**src/rtl/div_if.sv**
```systemverilog
// Divider request/result bundle shared between a controller (master) and div (slave).
// Latency: none, wires only.
// Backpressure: none; the master must watch busy_o, and starts it issues while busy_o is high are dropped.
// Signals: a_bi/b_bi operands, start_i request, busy_o while working,
//          y_bo/r_bo quotient/remainder, dz_o divide-by-zero, done_o result pulse.
interface div_if #(
  parameter int A_W = 16,
  parameter int B_W = 8
);
  logic [A_W-1:0] a_bi;
  logic [B_W-1:0] b_bi;
  logic           start_i;
  logic           busy_o;
  logic [A_W-1:0] y_bo;
  logic [B_W-1:0] r_bo;
  logic           dz_o;
  logic           done_o;

  modport master (
    output a_bi, b_bi, start_i,
    input  busy_o, y_bo, r_bo, dz_o, done_o
  );

  modport slave (
    input  a_bi, b_bi, start_i,
    output busy_o, y_bo, r_bo, dz_o, done_o
  );
endinterface

```
**src/rtl/div.sv**
```systemverilog
// Sequential unsigned restoring divider, one quotient bit per clock (A_W/B_W -> A_W quotient, B_W remainder).
// Latency: A_W cycles from the start edge to done_o; a zero divisor completes on the start edge itself.
// Backpressure: start_i is honoured only while busy_o is low; it is dropped silently while busy_o is high.
// Ports: clk_i clock, rst_i async active-high reset, bus (div_if.slave): a_bi/b_bi operands,
//        start_i request, busy_o working, y_bo/r_bo held results, dz_o zero-divisor flag, done_o pulse.
module div #(
  parameter int A_W = 16,
  parameter int B_W = 8
) (
  input  logic clk_i,
  input  logic rst_i,
  div_if.slave bus
);

  localparam int CTR_W = $clog2(A_W);
  localparam logic [CTR_W-1:0] CTR_LAST = CTR_W'(A_W - 1);

  typedef enum logic {IDLE = 1'b0, WORK = 1'b1} state_t;

  state_t         state_q, state_d;
  logic [CTR_W-1:0] ctr_q;
  logic [A_W-1:0] a_q;
  logic [B_W-1:0] b_q;
  // The partial remainder is always < b after a step, so B_W bits suffice;
  // only the trial value t needs the extra bit.
  logic [B_W-1:0] rem_q;
  logic [A_W-1:0] q_q;
  logic [A_W-1:0] y_q;
  logic [B_W-1:0] r_q;
  logic           dz_q;
  logic           done_q;

  logic [CTR_W-1:0] bit_idx;
  logic [B_W:0]     t;
  logic             ge;
  logic [B_W-1:0]   rem_d;
  logic [A_W-1:0]   q_d;
  logic             last;
  logic             b_zero;

  // One restoring step: bring down the next dividend bit, subtract if it fits.
  always_comb begin
    bit_idx = CTR_LAST - ctr_q;
    t       = {rem_q, a_q[bit_idx]};
    ge      = (t >= {1'b0, b_q});
    // When ge, t-b < b fits in B_W bits, so modulo-2^B_W subtraction is exact.
    rem_d   = ge ? (t[B_W-1:0] - b_q) : t[B_W-1:0];
    q_d          = q_q;
    q_d[bit_idx] = ge;
  end

  assign last   = (ctr_q == CTR_LAST);
  assign b_zero = (bus.b_bi == '0);

  // State register
  always_ff @(posedge clk_i or posedge rst_i) begin
    if (rst_i) begin
      state_q <= IDLE;
    end else begin
      state_q <= state_d;
    end
  end

  // Next-state logic; a zero divisor never leaves IDLE
  always_comb begin
    state_d = state_q;
    case (state_q)
      IDLE:    if (bus.start_i && !b_zero) state_d = WORK;
      WORK:    if (last) state_d = IDLE;
      default: state_d = IDLE;
    endcase
  end

  // Outputs
  always_comb begin
    bus.busy_o = (state_q == WORK);
    bus.y_bo   = y_q;
    bus.r_bo   = r_q;
    bus.dz_o   = dz_q;
    bus.done_o = done_q;
  end

  // Datapath and result registers
  always_ff @(posedge clk_i or posedge rst_i) begin
    if (rst_i) begin
      ctr_q  <= '0;
      a_q    <= '0;
      b_q    <= '0;
      rem_q  <= '0;
      q_q    <= '0;
      y_q    <= '0;
      r_q    <= '0;
      dz_q   <= 1'b0;
      done_q <= 1'b0;
    end else begin
      done_q <= 1'b0;
      case (state_q)
        IDLE: begin
          if (bus.start_i) begin
            if (!b_zero) begin
              a_q   <= bus.a_bi;
              b_q   <= bus.b_bi;
              rem_q <= '0;
              q_q   <= '0;
              ctr_q <= '0;
            end else begin
              // Zero divisor: saturate the quotient and pass the low dividend bits through.
              y_q    <= '1;
              r_q    <= bus.a_bi[B_W-1:0];
              dz_q   <= 1'b1;
              done_q <= 1'b1;
            end
          end
        end
        WORK: begin
          rem_q <= rem_d;
          q_q   <= q_d;
          if (last) begin
            ctr_q  <= '0;
            y_q    <= q_d;
            r_q    <= rem_d;
            dz_q   <= 1'b0;
            done_q <= 1'b1;
          end else begin
            ctr_q <= ctr_q + 1'b1;
          end
        end
        default: ;
      endcase
    end
  end

endmodule

```
**src/flat_wrapper.sv**
```systemverilog
// flat-port wrapper written by rule: the top's interface ports become plain ports
module div_flat 
#(
  parameter int A_W = 16,
  parameter int B_W = 8
)
  (clk_i, rst_i, bus_a_bi, bus_b_bi, bus_start_i, bus_busy_o, bus_y_bo, bus_r_bo, bus_dz_o, bus_done_o);
  div_if #(.A_W(A_W), .B_W(B_W)) bus_i ();
  input  logic clk_i;
  input  logic rst_i;
  input wire logic [$bits(bus_i.a_bi)-1:0] bus_a_bi;
  input wire logic [$bits(bus_i.b_bi)-1:0] bus_b_bi;
  input wire logic [$bits(bus_i.start_i)-1:0] bus_start_i;
  output wire logic [$bits(bus_i.busy_o)-1:0] bus_busy_o;
  output wire logic [$bits(bus_i.y_bo)-1:0] bus_y_bo;
  output wire logic [$bits(bus_i.r_bo)-1:0] bus_r_bo;
  output wire logic [$bits(bus_i.dz_o)-1:0] bus_dz_o;
  output wire logic [$bits(bus_i.done_o)-1:0] bus_done_o;
  assign bus_i.a_bi = bus_a_bi;
  assign bus_i.b_bi = bus_b_bi;
  assign bus_i.start_i = bus_start_i;
  assign bus_busy_o = bus_i.busy_o;
  assign bus_y_bo = bus_i.y_bo;
  assign bus_r_bo = bus_i.r_bo;
  assign bus_dz_o = bus_i.dz_o;
  assign bus_done_o = bus_i.done_o;
  div #(.A_W(A_W), .B_W(B_W)) u_core (.clk_i(clk_i), .rst_i(rst_i), .bus(bus_i));
endmodule
```
**config.mk**
```make
export PLATFORM = sky130hd
export DESIGN_NAME = div_flat
export DESIGN_NICKNAME = d
export VERILOG_FILES = /design/src/rtl/div_if.sv /design/src/rtl/div.sv /design/src/flat_wrapper.sv
export SDC_FILE = /design/constraint.sdc
export NUM_CORES = 1
export LEC_CHECK = 0
export CAP_MARGIN = 20
export CORE_MARGIN = 2
export CORE_UTILIZATION = 50
export DETAILED_ROUTE_END_ITERATION = 8
export DONT_BUFFER_PORTS = 1
export GPL_TIMING_DRIVEN = 0
export HOLD_SLACK_MARGIN = 0.1
export PLACE_DENSITY = 0.75
export SLEW_MARGIN = 0
export SYNTH_ARGS = -nofsm -noshare
export SYNTH_HDL_FRONTEND = slang
export SYNTH_SLANG_ARGS = --single-unit
```
**constraint.sdc**
```tcl
create_clock -name clk_i -period 3.7 [get_ports clk_i]
set_input_delay 0.74 -clock clk_i [delete_from_list [all_inputs] [get_ports clk_i]]
set_output_delay 0.74 -clock clk_i [all_outputs]
set_load 0.1 [all_outputs]
```
==> impl_metrics.yaml <==
cells_and_area:
  insertedDiodeCount: 0
  final_util_pct: 56.2
  drive_gt1_share_pct: 14.8
  finalNetCount: 469
  areaGrowthSynthToFinish_pct: 8.53
place:
  portBuffers: 0
  pre_cts_slack_ns: 0.447
  gp_congestion: 0.891
  dpl.hpwl_um: 7040
synthesis:
  yosys.cell_types.count: 52
  ys.flop_type: "dfrtp_1"
  seq_area_frac_synth_pct: 48.5
  yosys-top-cells-area: "dfrtp_1 49%, nand2_1 6.3%, mux2_2 4.8%, ha_1 4.0%, nor2_1 3.5%"
  synth_edf_count: 0
  syn_inst: 416
  yosysTopAreaCell: "dfrtp_1"
  synth_top_area_share_pct: 48.5
  async_flop_share_pct: 100
  synth_nets: 457
  synth.avg_cell_area_um2: 9.67
  synth-seq-cells: 78
  syn-cell-area_um2: 4020
  synth_warnings: 0
floorplan:
  std_cell_rows: 32
  die_y_um: 93.7
  die-area_um2: 8780
  die_x_um: 93.7
  ios: 54
  initial_utilization_pct: 51.8
  core_um2: 7770
sta:
  final.setup.worst_slack_ns: 0.423
  finalHoldViolations: 0
  finalMaxSlewViolations: 0
  grt_setup_unrepaired: "false"
  slew_headroom_pct: 35.7
  skew_ns: 0.0120
  worst_slew_pin_slew_ns: 0.964
  setup_tns_ns: 0
  setup_viol: 0
  fmaxAchievable_mhz: 305
  fin_crit_sh_pct: 88.6
  final.min_clock_period_ns: 3.28
clocking:
  cts_sinks: 78
  htreeDepth: 3
  cts_resized: 0
  cts_root_buf: "clkbuf_8"
  hold_buffers: 0
  cts_buffers: 9
  path_clk_slew_ns: 0.09
  post_cts_buffers: 0
  cts_tree: "built"
  cts_max_path_buffers: 2
  clk_latency_ns: 0.35
worst_setup_path:
  critical-path-top-delay-family: "simple AND/OR/NAND/NOR gates"
  criticalPathCategory: "flip-flop to flip-flop"
  cp_num_buf_inv: 3
  startpoint_type: "flip-flop"
  slowest_delay_ns: 0.55
  cp_cell_sequence: "buf_2 -> mux4_2 -> a22oi_1 -> nand2_1 -> inv_1 -> ha_1 -> nor2b_1 -> nor2_1 -> o221a_2 -> a21oi_2 -> buf_2 -> nor3_1 -> a31oi_1"
  cp_max_fo: 10
  path_common_cell: "buf_2"
  worst_ep_required_time_ns: 3.91
  cpMaxStageDelayCell: "mux4_2"
  arrival_ns: 3.48
  cp-end-kind: "flip-flop"
routing:
  routedWlPerCell_um: 18.0
  ant_nets: 0
  top_layer_used: "met4"
  drt_wl_total_um: 9620
  drcViolationCount: 0
  vias: 3199
  dr.pass1.iters: 5
  wl_met1_um: 4360
  wl_met2_um: 4290
  routed_via_density: 5.98
  wl_met3_um: 765
  first_iter_violations: 198
min_path:
  holdCritPathClass: "input port to async pin"
grt:
  grt_pass1_vias: 3175
  grt_overflow: 0
  globalRouteTotalUtil_pct: 23.6
  grt_pass1_wl_um: 16000
  antenna_found_initial: 0
  grt_max_degree: 43
outcome:
  status: "finished, final reports clean"
job:
  maxCapViolCount: 0
==> metrics by stage <==
step                      cells  cell area (um2)  hold WS [ns]
after floorplan             416             4020         0.457
after global placement      518             4150         0.471
after detailed placement    519             4170         0.475
after CTS                   535             4360         0.287
after global routing        535             4360         0.308
final                       535             4360         0.278
==> cells in the mapped netlist, drive strengths merged (4+ instances only) <==
cell type / count
xnor2: 4
o211ai: 4
clkbuf: 10
o21ai: 27
a31oi: 8
a21oi: 25
or3: 5
nand4: 10
o2bb2ai: 12
inv: 19
o311ai: 4
a21o: 4
mux2: 17
mux4: 4
ha: 13
buf: 11
dfrtp: 78
nand3: 12
nand2: 69
nor3: 5
nor2: 39
==> cell usage in the layout (no fill, tap or decap), types with 3 or more instances in the layout <==
| cell type | n |
|---|---|
| o211ai_1 | 4 |
| o22ai_1 | 3 |
| nor2b_1 | 3 |
| dfrtp_1 | 78 |
| or3_1 | 4 |
| buf_2 | 11 |
| nand2_1 | 67 |
| a31oi_1 | 8 |
| o2bb2ai_1 | 12 |
| nor2_1 | 38 |
| mux4_2 | 4 |
| and3_1 | 3 |
| o311ai_0 | 3 |
| clkbuf_1 | 10 |
| nor3_1 | 5 |
| a21o_1 | 4 |
| o21ai_0 | 25 |
| nand4_1 | 9 |
| ha_1 | 13 |
| inv_1 | 18 |
| a21oi_1 | 23 |
| nand2b_1 | 3 |
| nand3_1 | 12 |
| xnor2_1 | 4 |
| clkbuf_8 | 11 |
| mux2_2 | 17 |
==> final cells by class <==
cell class	instances	area, um2
Fill cell	721	3400
Sequential cell	78	1950
Multi-Input combinational cell	298	1910
Clock buffer	11	151
Tap cell	102	128
Buffer	21	92.6
Inverter	19	73.8
Clock inverter	5	41.3
Timing Repair Buffer	1	20.0
==> logic make-up after synthesis <==
kind of cell             after synthesis  synth area share, %
adder cells (fa/ha/maj)               14                 4.54
XOR/XNOR                               5                 1.09
flip-flops                            78                 48.5
buffers and inverters                 40                 4.08
AND/OR/NAND/NOR                      157                 18.4
AO/OA/AOI/OAI                        101                 16.4
multiplexers                          21                 7.00
==> metal layers <==
metal,GRT usage [%],vias to the layer above
met5,0,-
met4,9.54,0
met3,6.98,16
met2,34.2,112
met1,33.3,1570
li1,-,1501
==> worst paths after layout <==
kind / slack, ns / cells past startpoint / start / endpoint
setup / recovery: 0.42 / 13 / u_core.ctr_q[0] / u_core.bus.y_bo[2]
hold / removal: 0.28 / 1 / rst_i / u_core.bus.y_bo[1]
setup reg to reg: 0.42 / 13 / u_core.ctr_q[0] / u_core.bus.y_bo[2]
hold reg to reg: 0.50 / 1 / u_core.q_q[13] / u_core.q_q[13]
max in group asynchronous: 2.83 / 2 / rst_i / u_core.a_q[6]
min in group clk_i: 0.50 / 1 / u_core.q_q[13] / u_core.q_q[13]
==> worst register-to-register path: cells and delay by family, from the launching register on <==
kind / cells / cell delay (ns)
muxes: 1 / 0.55
adders and majority gates: 1 / 0.15
buffers and inverters: 3 / 0.57
DFF: 1 / 0.39
and+or+nand+nor: 4 / 0.75
AOI/OAI and AO/OA: 4 / 0.73
==> state kept, by name, summed over array words and instances (netlist names) <==
| signal | cells |
|---|---|
| u_core.b_q | 8 |
| u_core.bus.y_bo | 16 |
| u_core.ctr_q | 4 |
| u_core.a_q | 16 |
| u_core.bus.r_bo | 8 |
| u_core.q_q | 15 |
| u_core.rem_q | 8 |
| u_core.bus.busy_o | 1 |
| u_core.bus.done_o | 1 |
| u_core.bus.dz_o | 1 |
Power is not shown: default switching activity piles up to over one toggle a cycle in this logic, so the estimate is an artifact.
